File: src/rtl/rx_dcoffset_mc.sv
// Multi-channel RX DC-offset canceller: each channel subtracts a quantised
// leaky-integrator offset estimate; a settings-bus FSM selects FIXED / ACQ / TRACK.
module rx_dcoffset_mc #(
  parameter int         WIDTH     = 16,
  parameter int         NUM_CH    = 2,
  parameter logic [7:0] ADDR      = 8'd0,
  parameter int         MAX_SHIFT = 24
) (
  input  logic                    clk,
  input  logic                    rst,
  input  logic                    set_stb,
  input  logic [7:0]              set_addr,
  input  logic [31:0]             set_data,
  input  logic [NUM_CH*WIDTH-1:0] in_data,
  input  logic                    in_stb,
  output logic [NUM_CH*WIDTH-1:0] out_data,
  output logic                    out_stb,
  output logic [WIDTH-1:0]        offset_rb,
  output logic                    acq_active
);
  localparam int IW = WIDTH + MAX_SHIFT;
  localparam logic [WIDTH-1:0] SAT_MAX = {1'b0, {(WIDTH-1){1'b1}}};
  localparam logic [WIDTH-1:0] SAT_MIN = {1'b1, {(WIDTH-1){1'b0}}};
  localparam logic [IW:0] HALF = {{(IW-MAX_SHIFT+1){1'b0}}, 1'b1, {(MAX_SHIFT-1){1'b0}}};

  typedef enum logic [1:0] {ST_FIXED = 2'd0, ST_ACQ = 2'd1, ST_TRACK = 2'd2} state_t;

  state_t      state;
  logic [4:0]  acq_shift;
  logic [4:0]  trk_shift;
  logic [15:0] acq_len;
  logic [15:0] acq_cnt;
  logic [3:0]  rb_sel;

  logic wr_ctrl, wr_len, wr_load, wr_rb;
  assign wr_ctrl = set_stb && (set_addr == ADDR);
  assign wr_len  = set_stb && (set_addr == ADDR + 8'd1);
  assign wr_load = set_stb && (set_addr == ADDR + 8'd2);
  assign wr_rb   = set_stb && (set_addr == ADDR + 8'd3);

  logic unused_set_bits;
  assign unused_set_bits = ^set_data;

  // Mode machine plus settings registers; a CTRL write overrides the ACQ terminal count.
  always_ff @(posedge clk) begin
    if (rst) begin
      state      <= ST_TRACK;
      acq_active <= 1'b0;
      acq_cnt    <= '0;
      acq_shift  <= 5'd12;
      trk_shift  <= 5'd20;
      acq_len    <= 16'd1024;
      rb_sel     <= '0;
    end else begin
      if (wr_ctrl) begin
        acq_shift <= set_data[12:8];
        trk_shift <= set_data[20:16];
      end
      if (wr_len) acq_len <= set_data[15:0];
      if (wr_rb)  rb_sel  <= set_data[3:0];

      if (wr_ctrl) begin
        acq_cnt <= '0;
        if (set_data[1:0] == 2'd0 || (set_data[1:0] == 2'd2 && acq_len == 16'd0)) begin
          state      <= ST_TRACK;
          acq_active <= 1'b0;
        end else if (set_data[1:0] == 2'd2) begin
          state      <= ST_ACQ;
          acq_active <= 1'b1;
        end else begin
          state      <= ST_FIXED;
          acq_active <= 1'b0;
        end
      end else if (state == ST_ACQ && in_stb) begin
        if ({1'b0, acq_cnt} + 17'd1 >= {1'b0, acq_len}) begin
          state      <= ST_TRACK;
          acq_active <= 1'b0;
        end else begin
          acq_cnt <= acq_cnt + 16'd1;
        end
      end
    end
  end

  logic [4:0] raw_shift;
  logic [5:0] eff_shift;
  logic [5:0] step_sh;
  always_comb begin
    raw_shift = (state == ST_ACQ) ? acq_shift : trk_shift;
    if (raw_shift == 5'd0)                           eff_shift = 6'd1;
    else if ({1'b0, raw_shift} > 6'(MAX_SHIFT))      eff_shift = 6'(MAX_SHIFT);
    else                                             eff_shift = {1'b0, raw_shift};
    step_sh = 6'(MAX_SHIFT) - eff_shift;
  end

  logic [IW-1:0]    integ    [NUM_CH];
  logic [WIDTH-1:0] off_q    [NUM_CH];
  logic [WIDTH-1:0] off_next [NUM_CH];
  logic [3:0]       load_ch;
  assign load_ch = set_data[27:24];

  // LOAD takes priority over the leaky update for the addressed channel only.
  always_ff @(posedge clk) begin
    for (int k = 0; k < NUM_CH; k++) begin
      if (rst)
        integ[k] <= '0;
      else if (wr_load && load_ch == 4'(k))
        integ[k] <= {set_data[WIDTH-1:0], {MAX_SHIFT{1'b0}}};
      else if (out_stb && state != ST_FIXED)
        integ[k] <= integ[k] + ({{MAX_SHIFT{out_data[k*WIDTH+WIDTH-1]}},
                                 out_data[k*WIDTH +: WIDTH]} << step_sh);
    end
  end

  logic [NUM_CH*WIDTH-1:0] in_r;
  logic                    stb1;
  logic [NUM_CH*WIDTH-1:0] clip_all;
  logic [WIDTH-1:0]        rb_val;

  // Round-half-up quantisation of the integrator and the clipped correction, both
  // carried one bit wider so overflow shows up as a sign/MSB disagreement.
  always_comb begin
    logic [IW:0]    rnd;
    logic [WIDTH:0] q;
    logic [WIDTH:0] d;
    rnd      = '0;
    q        = '0;
    d        = '0;
    clip_all = '0;
    for (int k = 0; k < NUM_CH; k++) begin
      rnd = {integ[k][IW-1], integ[k]} + HALF;
      q   = rnd[IW:MAX_SHIFT];
      off_next[k] = (q[WIDTH] != q[WIDTH-1]) ? (q[WIDTH] ? SAT_MIN : SAT_MAX) : q[WIDTH-1:0];
      d = {in_r[k*WIDTH+WIDTH-1], in_r[k*WIDTH +: WIDTH]} - {off_q[k][WIDTH-1], off_q[k]};
      clip_all[k*WIDTH +: WIDTH] = (d[WIDTH] != d[WIDTH-1]) ? (d[WIDTH] ? SAT_MIN : SAT_MAX)
                                                             : d[WIDTH-1:0];
    end
  end

  always_comb begin
    rb_val = '0;
    for (int k = 0; k < NUM_CH; k++)
      if (rb_sel == 4'(k)) rb_val = off_q[k];
  end

  always_ff @(posedge clk) begin
    for (int k = 0; k < NUM_CH; k++)
      off_q[k] <= rst ? '0 : off_next[k];
    offset_rb <= rst ? '0 : rb_val;
  end

  always_ff @(posedge clk) begin
    if (rst) begin
      in_r     <= '0;
      stb1     <= 1'b0;
      out_data <= '0;
      out_stb  <= 1'b0;
    end else begin
      stb1    <= in_stb;
      out_stb <= stb1;
      if (in_stb) in_r     <= in_data;
      if (stb1)   out_data <= clip_all;
    end
  end
endmodule

File: config.mk
export PLATFORM = sky130hd
export DESIGN_NAME = rx_dcoffset_mc
export DESIGN_NICKNAME = d
export VERILOG_FILES = /design/src/rtl/rx_dcoffset_mc.sv
export SDC_FILE = /design/constraint.sdc
export NUM_CORES = 1
export LEC_CHECK = 0
export CORE_MARGIN = 3
export CORE_UTILIZATION = 30
export DETAILED_ROUTE_END_ITERATION = 7
export DONT_BUFFER_PORTS = 1
export PLACE_DENSITY = 0.43
export SLEW_MARGIN = 20
export SYNTH_ARGS = -nofsm -noshare
export SYNTH_HDL_FRONTEND = slang
export SYNTH_SLANG_ARGS = --single-unit
File: constraint.sdc
create_clock -name clk -period 6.5 [get_ports clk]
set_clock_uncertainty 0.15 [all_clocks]
set_input_delay 1.3 -clock clk [delete_from_list [all_inputs] [get_ports clk]]
set_output_delay 1.3 -clock clk [all_outputs]
set_load 0.01 [all_outputs]
; ---- Word level (Yosys, flattened, before mapping)
; Memories as Yosys holds them, arrays and structs flattened.
; Cells that the tools add are included.
[word_totals]
ff_bits = 131
mem_bits_rw = 112
in_bits = 76
memories = 2
output_inout_bits = 50
[op_classes]
n_lt_le_gt_ge = 2
shifts = 2
muxes = 44
n_addsub = 9
n_bitwise = 5
n_reduce_logical = 22
n_eq_ne = 11
[mem_list]
columns = memory, words, width, rd, rd_clocked_by_memory_dff, wr, line
row1 = integ, 2, 40, 2, 0, 2, 96  ; logic [IW-1:0] integ [NUM_CH];
row2 = off_q, 2, 16, 2, 0, 2, 97  ; logic [WIDTH-1:0] off_q [NUM_CH];
[op_table]
columns = operator, count
row1 = $mux 16, 12
row2 = $mux 40, 4
row3 = $add 40x25->41 const B, 2
row4 = $add 40x40->40, 2
row5 = $shl 40x6->40, 2
row6 = $sub 16x16->17, 2
row7 = $mux 1, 21
row8 = $add 16x1->17 const B, 1
row9 = $ge 17x16->1, 1
row10 = $add 16x1->16 const B, 1
row11 = $eq 8x2->1 const B, 2
row12 = $logic_not 16->1, 1
row13 = $mux 5, 3
row14 = $logic_and 1x1->1, 9
row15 = $eq 4x1->1 const B, 2
row16 = $eq 8x1->1 const B, 1
row17 = $logic_not 4->1, 2
row18 = $logic_not 8->1, 1
row19 = $mux 2, 4
row20 = $reduce_bool 2->1, 3
row21 = $sub 5x6->6 const A, 1
row22 = $gt 5x5->1 const B, 1
row23 = $logic_not 5->1, 1
row24 = $ne 1x1->1, 4
row25 = 8 further kinds, 12

; ---- Depth between registers and ports, before layout
; Gate-level depths: netlist (run 1).
[logic_depth]
depth_word = 9
ltp_mapped = 28
mapped_depth_nobuf = 24

; ---- Worst setup path before layout (run 1)
; OpenSTA, ideal clock, no wires.
[synth_timing]
path_kind = reg2reg
startpoint = register acq_active (netlist name)
endpoint = memory integ[1][35] (netlist name), data pin
stages_incl_launch_ff = 26
n_path_buf = 5
arrival_time_ns = 5.618
setup_time_ns = 0.256
slack_ns = 0.475
cell_sequence = dfxtp_1 -> nor2b_1 -> buf_2 -> nor3_2 -> nor3_2 -> buf_6 -> inv_4 -> buf_2 -> ha_1 -> and2_1 -> o32ai_1 -> clkbuf_1 -> nand2_1 -> clkbuf_1 -> nor4_1 -> ha_1 -> a21o_1 -> nand4_1 -> a31oi_4 -> a211oi_2 -> o221ai_2 -> a41o_1 -> o41a_1 -> a21o_1 -> xor2_1 -> a22o_1
[synth_rtl]
columns = item, line
row1 = end: declaration, 96

==> results.json, run 1 <==
{
  "yosys_warnings": 0,
  "drive_above_1_share_pct": 8.45,
  "detailedRoute.firstIterationViolations": 892,
  "outcome": "finished clean",
  "setup_viol": 0,
  "synth_flop_cell": "dfxtp_1",
  "synth.avg_cell_area_sq_um": 8.53,
  "drcViolationCount": 0,
  "min_period_ns": 5.99,
  "crit_slowest_cell": "ha_2",
  "port_buffers": 0,
  "placementRows": 89,
  "core_sq_um": 59200,
  "hp-class": "reg -> reg",
  "syn-num-nets": 2323,
  "vias_per_cell": 5.32,
  "fp.dieArea_sq_um": 63100,
  "grt_start_max_net_pins": 144,
  "cts_tree": "built",
  "syn_area_sq_um": 18000,
  "finalCritPeriodShare_pct": 92.2,
  "ant_nets": 0,
  "synth_enable_flop_cells": 80,
  "power_mw": 4.35,
  "die_h_um": 251,
  "ys_async_sr_fraction_pct": 0,
  "path_buf_inv": 4,
  "routedWlPerCell_um": 20.1,
  "cts.sinks": 242,
  "root_buffer": "clkbuf_16",
  "required_ns": 6.67,
  "criticalPathCategory": "reg -> reg",
  "final_cell_mix": "260 x nor2_1, 207 x nand2_1, 161 x dfxtp_1",
  "tns_ns": 0,
  "dp_hpwl_um": 45400,
  "ios": 126,
  "worst_pin_slew_ns": 1.06,
  "fillCellCount": 6175,
  "maxSlewViolCount": 0,
  "area_growth_pct": 11.1,
  "gp_congestion": 0.889,
  "globalRouteOverflowTotal": 0,
  "path_max_fanout": 9,
  "grt_usage_pct": 18.0,
  "ys_types": 97,
  "clk_latency_ns": 0.59,
  "antenna_found_initial": 0,
  "ys_ff_latch": 242,
  "ir_drop_v": 0.000257,
  "critPathTopFamily": "compound AO/OA/AOI/OAI gates",
  "ys_seq_area_share_pct": 31.3,
  "firstDrtPassIters": 6,
  "finalHoldViolCount": 0,
  "initial_core_util_pct": 30.4,
  "vias": 15390,
  "nets": 2306,
  "cts_buffers": 31,
  "syn_inst": 2113,
  "cap_viol_max_count": 0,
  "arrival_ns": 6.16,
  "power-per-cell-area_nw_per_um2": 217,
  "antennaDiodeCount": 0,
  "final_common_cell": "nor2_1",
  "cts_buffer_depth": 3,
  "p_leak_nw": 8.36,
  "grt_pass1_vias": 15268,
  "critPathMaxStageDelay_ns": 0.44,
  "relSlewSlack_pct": 29.1,
  "drt_wl_total_um": 58200,
  "die_w_um": 251,
  "fmax_mhz": 167,
  "clk_pin_slew_worst_paths_ns": 0.06,
  "crit_path_end_kind": "flip-flop",
  "h-tree-depth": 1,
  "worstSetupStartpointType": "flip-flop",
  "rsz0062_at_grt": "false",
  "grt_first_pass_wirelength_um": 89500
}
## layer usage
metal | wire (um) | track usage, % | share of wire (%)
met1 | 26100 | 23.6 | 45
met2 | 27500 | 31.1 | 47
met3 | 3060 | 2.77 | 5.3
met4 | 1540 | 4.36 | 2.6
met5 | 0 | 0 | 0
## power by group
part	total (mW)	internal (mW)	switching, mW
clock network	1.69	0.951	0.738
registers	1.74	1.64	0.104
logic	0.922	0.374	0.548
## repair_timing
item,CTS,global route
buffers inserted,0,2
hold buffers,0,0
endpoints found under the setup margin,0,6
resized for setup,0,3
## registers in the layout, summed over array words and instances, names as in the netlist
name	flops
integ	80
in_r	32
off_q	32
out_data	32
acq_cnt	16
acq_len	16
offset_rb	16
acq_shift	5
trk_shift	5
rb_sel	4
acq_active	1
out_stb	1
state	1
stb1	1
## tightest hold or removal path, delay by kind of cell (launching register included)
family	cells	cell delay, ns
multiplexers	1	0.06
flip-flops	1	0.32
AND/OR/NAND/NOR	1	0.07
## final timing paths
path	from	end	slack (ns)	cells past startpoint
setup / recovery	state[1]$_SDFFE_PP1P_	integ[0][39]$_DFFE_PP_	0.51	25
hold / removal	in_r[0]$_SDFFE_PP0P_	in_r[0]$_SDFFE_PP0P_	0.35	2
setup reg to reg	state[1]$_SDFFE_PP1P_	integ[0][39]$_DFFE_PP_	0.51	25
hold reg to reg	in_r[0]$_SDFFE_PP0P_	in_r[0]$_SDFFE_PP0P_	0.35	2
## cell usage after synthesis, types with 6 or more instances
cell type | count | area (sq um)
o21ai_0 | 106 | 531
edfxtp_1 | 80 | 2400
or4_1 | 13 | 97.6
nor2b_1 | 28 | 175
nor4_1 | 12 | 75.1
nand2b_1 | 20 | 125
o31ai_1 | 8 | 60.1
o21a_1 | 24 | 180
inv_1 | 80 | 300
xor2_1 | 65 | 569
a31oi_1 | 17 | 106
a211oi_1 | 20 | 150
nor2_1 | 262 | 983
nor3_1 | 38 | 190
mux4_2 | 6 | 135
a211o_1 | 7 | 61.3
a22oi_1 | 18 | 135
a31o_2 | 6 | 52.6
a21o_1 | 40 | 300
buf_2 | 21 | 105
a311oi_1 | 15 | 131
a22o_1 | 12 | 105
a21oi_1 | 147 | 736
ha_1 | 130 | 1630
and2_1 | 15 | 93.8
mux2_2 | 8 | 90.1
and3_1 | 29 | 181
mux2i_1 | 149 | 1490
xnor2_1 | 63 | 552
dfxtp_1 | 162 | 3240
nand4_1 | 11 | 68.8
buf_1 | 7 | 26.3
o21bai_1 | 9 | 67.6
nand2_1 | 208 | 781
clkbuf_1 | 63 | 236
o211ai_1 | 17 | 128
or3_1 | 7 | 43.8
o221a_2 | 11 | 124
nand3_1 | 49 | 245
o21ai_1 | 8 | 40.0
## cells by family (layout without fill, tap and decap cells)
logic type                 count (synthesis)  in the layout  share of synthesized area, %
xor gates and xnor gates                 131            131                          6.49
muxes                                    164            164                          9.60
adders and majority gates                141            141                          9.88
DFF                                      242            242                          31.3
AOI/OAI and AO/OA                        532            532                          20.0
buffers and inverters                    177            183                          3.99
and+or+nand+nor                          726            726                          18.7
## layout make-up
type	instances	area, sq um	share of cell area, %
multi-input combinational	1694	11700	58.6
sequential	242	5650	28.2
tap	773	967	4.83
clock buffer	41	876	4.37
timing repair buffer	46	387	1.93
inverter	81	307	1.53
clock inverter	15	106	0.531
## through the flow
| step | area [sq um] | setup slack (ns) | utilization, % | instances | hold WS, ns |
|---|---|---|---|---|---|
| after floorplan | 18000 | 0.475 | - | 2113 | 0.309 |
| after global placement | 19000 | 0.343 | 32.1 | 2834 | 0.326 |
| after detailed placement | 19000 | 0.293 | 32.1 | 2834 | 0.340 |
| after CTS | 20000 | 0.285 | 33.7 | 2890 | 0.354 |
| after global routing | 20000 | 0.0158 | 33.8 | 2892 | 0.387 |
| final | 20000 | 0.507 | 33.8 | 2892 | 0.347 |
No activity file was read; power rests on OpenSTA's default activity.
==> run 2: changes to the inputs <==
Settings changed: CAP_MARGIN from default to 20, HOLD_SLACK_MARGIN from default to 0.08.
==> results of run 2 <==
No change in the layout: final DEF, timing and power equal those of run 1.
==> run 3: changes to the inputs <==
Settings changed: CORE_ASPECT_RATIO from default to 1.25.
==> run 3 against run 2 <==
- hold slack worse by 0.025 ns
- sequential share of layout area is 0.16 points higher
- setup slack worse by 0.15 ns
- power is 1.0% lower
- die area hardly changed
- critical path depth is 3 lower
- routed wire length is 0.19% higher
- sequential power hardly changed
- global-route usage is 0.15 points lower
- critical endpoint is now integ[1][38]$_SDFFCE_PN0P_
- largest cell class unchanged
==> results.json, run 3 (same netlist as run 1, synthesis figures left out) <==
{
  "gp_congestion": 0.899,
  "path_max_fanout": 26,
  "path_buf_inv": 2,
  "die_w_um": 225,
  "post_cts_buffers": 0,
  "setup_viol": 0,
  "relSlewSlack_pct": 29.3,
  "regMostFlops": "integ",
  "vias_per_cell": 5.34,
  "whs_ns": 0.322,
  "fillCellCount": 6136,
  "clk_latency_ns": 0.60,
  "drive_above_1_share_pct": 8.14,
  "grt_start_max_net_pins": 144,
  "worst_pin_slew_ns": 1.06,
  "critPathMaxStageDelay_ns": 0.43,
  "path_common_cell": "mux2i_1",
  "crit_path_end_kind": "flip-flop",
  "clk_pin_slew_worst_paths_ns": 0.07,
  "grt_first_pass_wirelength_um": 88400,
  "grt_pass1_vias": 15120,
  "firstDrtPassIters": 7,
  "multiInputGateArea_sq_um": 11700,
  "maxSlewViolCount": 0,
  "area_growth_pct": 10.4,
  "power-per-cell-area_nw_per_um2": 216,
  "core_sq_um": 59000,
  "outcome": "finished clean",
  "arrival_ns": 6.29,
  "ant_nets": 0,
  "hp-class": "reg -> reg",
  "root_buffer": "clkbuf_16",
  "criticalPathCategory": "reg -> reg",
  "globalRouteOverflowTotal": 0,
  "finalHoldViolCount": 0,
  "die_h_um": 280,
  "rsz0062_at_grt": "true",
  "ir_drop_v": 0.000168,
  "largest_reg_flops": 80,
  "fin_util_pct": 33.8,
  "required_ns": 6.65,
  "h-tree-depth": 1,
  "routedWlPerCell_um": 20.3,
  "antenna_found_initial": 0,
  "vias": 15343,
  "cts_buffers": 30,
  "placementRows": 99,
  "port_buffers": 0,
  "cp_cell_sequence": "nand2b_1 > nand3_1 > o21ai_1 > nor3_2 > inv_4 > buf_4 > mux2i_1 > mux2i_1 > mux2i_1 > mux2i_1 > and2_1 > ha_1 > a211oi_1 > o211ai_1 > a221oi_1 > o211ai_2 > o41ai_4 > nand2_1 > a31oi_1 > o21ai_0 > xnor2_1 > o21ai_0",
  "cap_viol_max_count": 0,
  "fmax_mhz": 163,
  "dp_hpwl_um": 45400,
  "p_leak_nw": 8.32,
  "finalCritPeriodShare_pct": 94.5,
  "final_cell_mix": "261 x nor2_1, 206 x nand2_1, 161 x dfxtp_1",
  "seq_area_sq_um": 5650,
  "initial_core_util_pct": 30.6,
  "drcViolationCount": 0,
  "crit_slowest_cell": "mux2i_1",
  "critPathTopFamily": "compound AO/OA/AOI/OAI gates",
  "cts.sinks": 242,
  "nets": 2299,
  "worstSetupStartpointType": "flip-flop",
  "r2r_slack_ns": 0.36,
  "detailedRoute.firstIterationViolations": 887,
  "final_common_cell": "nor2_1",
  "fp.dieArea_sq_um": 63100,
  "min_period_ns": 6.14,
  "grt_usage_pct": 17.9,
  "drt_wl_total_um": 58300,
  "ios": 126,
  "cts_tree": "built",
  "cts_buffer_depth": 3
}
-- run 3: changes by cell type in the layout (fill, tap and decap cells not counted), moves of 2 or more --
cell,before,now
clkbuf_16,33,31
clkbuf_8,2,5
clkinv_2,4,6
buf_12,3,0
buf_4,42,40
clkinvlp_4,4,1
-- run 3: routing by layer --
| metal | share of wire, % | global-route usage (%) |
|---|---|---|
| met4 | 3.6 | 6.50 |
| met3 | 3.7 | 1.82 |
| met1 | 43 | 21.7 |
| met2 | 50 | 32.5 |
| met5 | 0 | 0 |
-- run 3: worst reg2reg max path, cell delays in order (launching register included) --
cell and delay [ns]:
dfxtp_1 0.39, nand2b_1 0.33, nand3_1 0.12, o21ai_1 0.19, nor3_2 0.11, inv_4 0.06, buf_4 0.37, mux2i_1 0.46
mux2i_1 0.20, mux2i_1 0.42, mux2i_1 0.23, and2_1 0.25, ha_1 0.30, a211oi_1 0.26, o211ai_1 0.15, a221oi_1 0.42
o211ai_2 0.20, o41ai_4 0.36, nand2_1 0.09, a31oi_1 0.35, o21ai_0 0.20, xnor2_1 0.15, o21ai_0 0.08
-- run 3: cell type report --
type | instances | share of cell area, %
multi-input cells | 1694 | 59.0
flip-flops and latches | 242 | 28.4
well taps | 757 | 4.76
clock buffers | 43 | 4.37
inverters | 81 | 1.54
repair buffers | 40 | 1.51
clock inverters | 13 | 0.465
diodes | 1 | 0.0126
-- run 3: report_power, final --
group / internal [mW] / leakage, nW / total [mW] / switching, mW
Clock: 0.935 / 0.479 / 1.65 / 0.719
Combinational: 0.373 / 5.68 / 0.906 / 0.533
Sequential: 1.64 / 2.16 / 1.75 / 0.111
-- run 3: worst paths after layout --
| kind | endpoint | cells after the start | start |
|---|---|---|---|
| worst max register to register | integ[1][38]$_SDFFCE_PN0P_ | 22 | state[1]$_SDFFE_PP1P_ |
| worst max-delay path | integ[1][38]$_SDFFCE_PN0P_ | 22 | state[1]$_SDFFE_PP1P_ |
| worst min-delay path | out_stb$_SDFF_PP0_ | 1 | stb1$_SDFF_PP0_ |
| worst min register to register | out_stb$_SDFF_PP0_ | 1 | stb1$_SDFF_PP0_ |
-- run 3: stage by stage --
| stage | instance area, sq um | setup WS [ns] | std cells | TNS (ns) | power, mW |
|---|---|---|---|---|---|
| after floorplan | 18000 | 0.475 | 2113 | 0 | 2.45 |
| after global placement | 18900 | 0.258 | 2814 | 0 | 2.68 |
| after detailed placement | 18900 | 0.278 | 2814 | 0 | 2.69 |
| after CTS | 19900 | 0.241 | 2870 | 0 | 4.38 |
| after global routing | 19900 | -0.0288 | 2870 | -0.0758 | 4.55 |
| final | 19900 | 0.358 | 2871 | 0 | 4.31 |
-- run 3: timing repair --
| action | 4_1_cts | 5_1_grt |
|---|---|---|
| hold buffers | 0 | 0 |
| endpoints found under the hold margin | 0 | 0 |
| setup endpoints to repair | 0 | 8 |
| gates resized for setup | 0 | 2 |
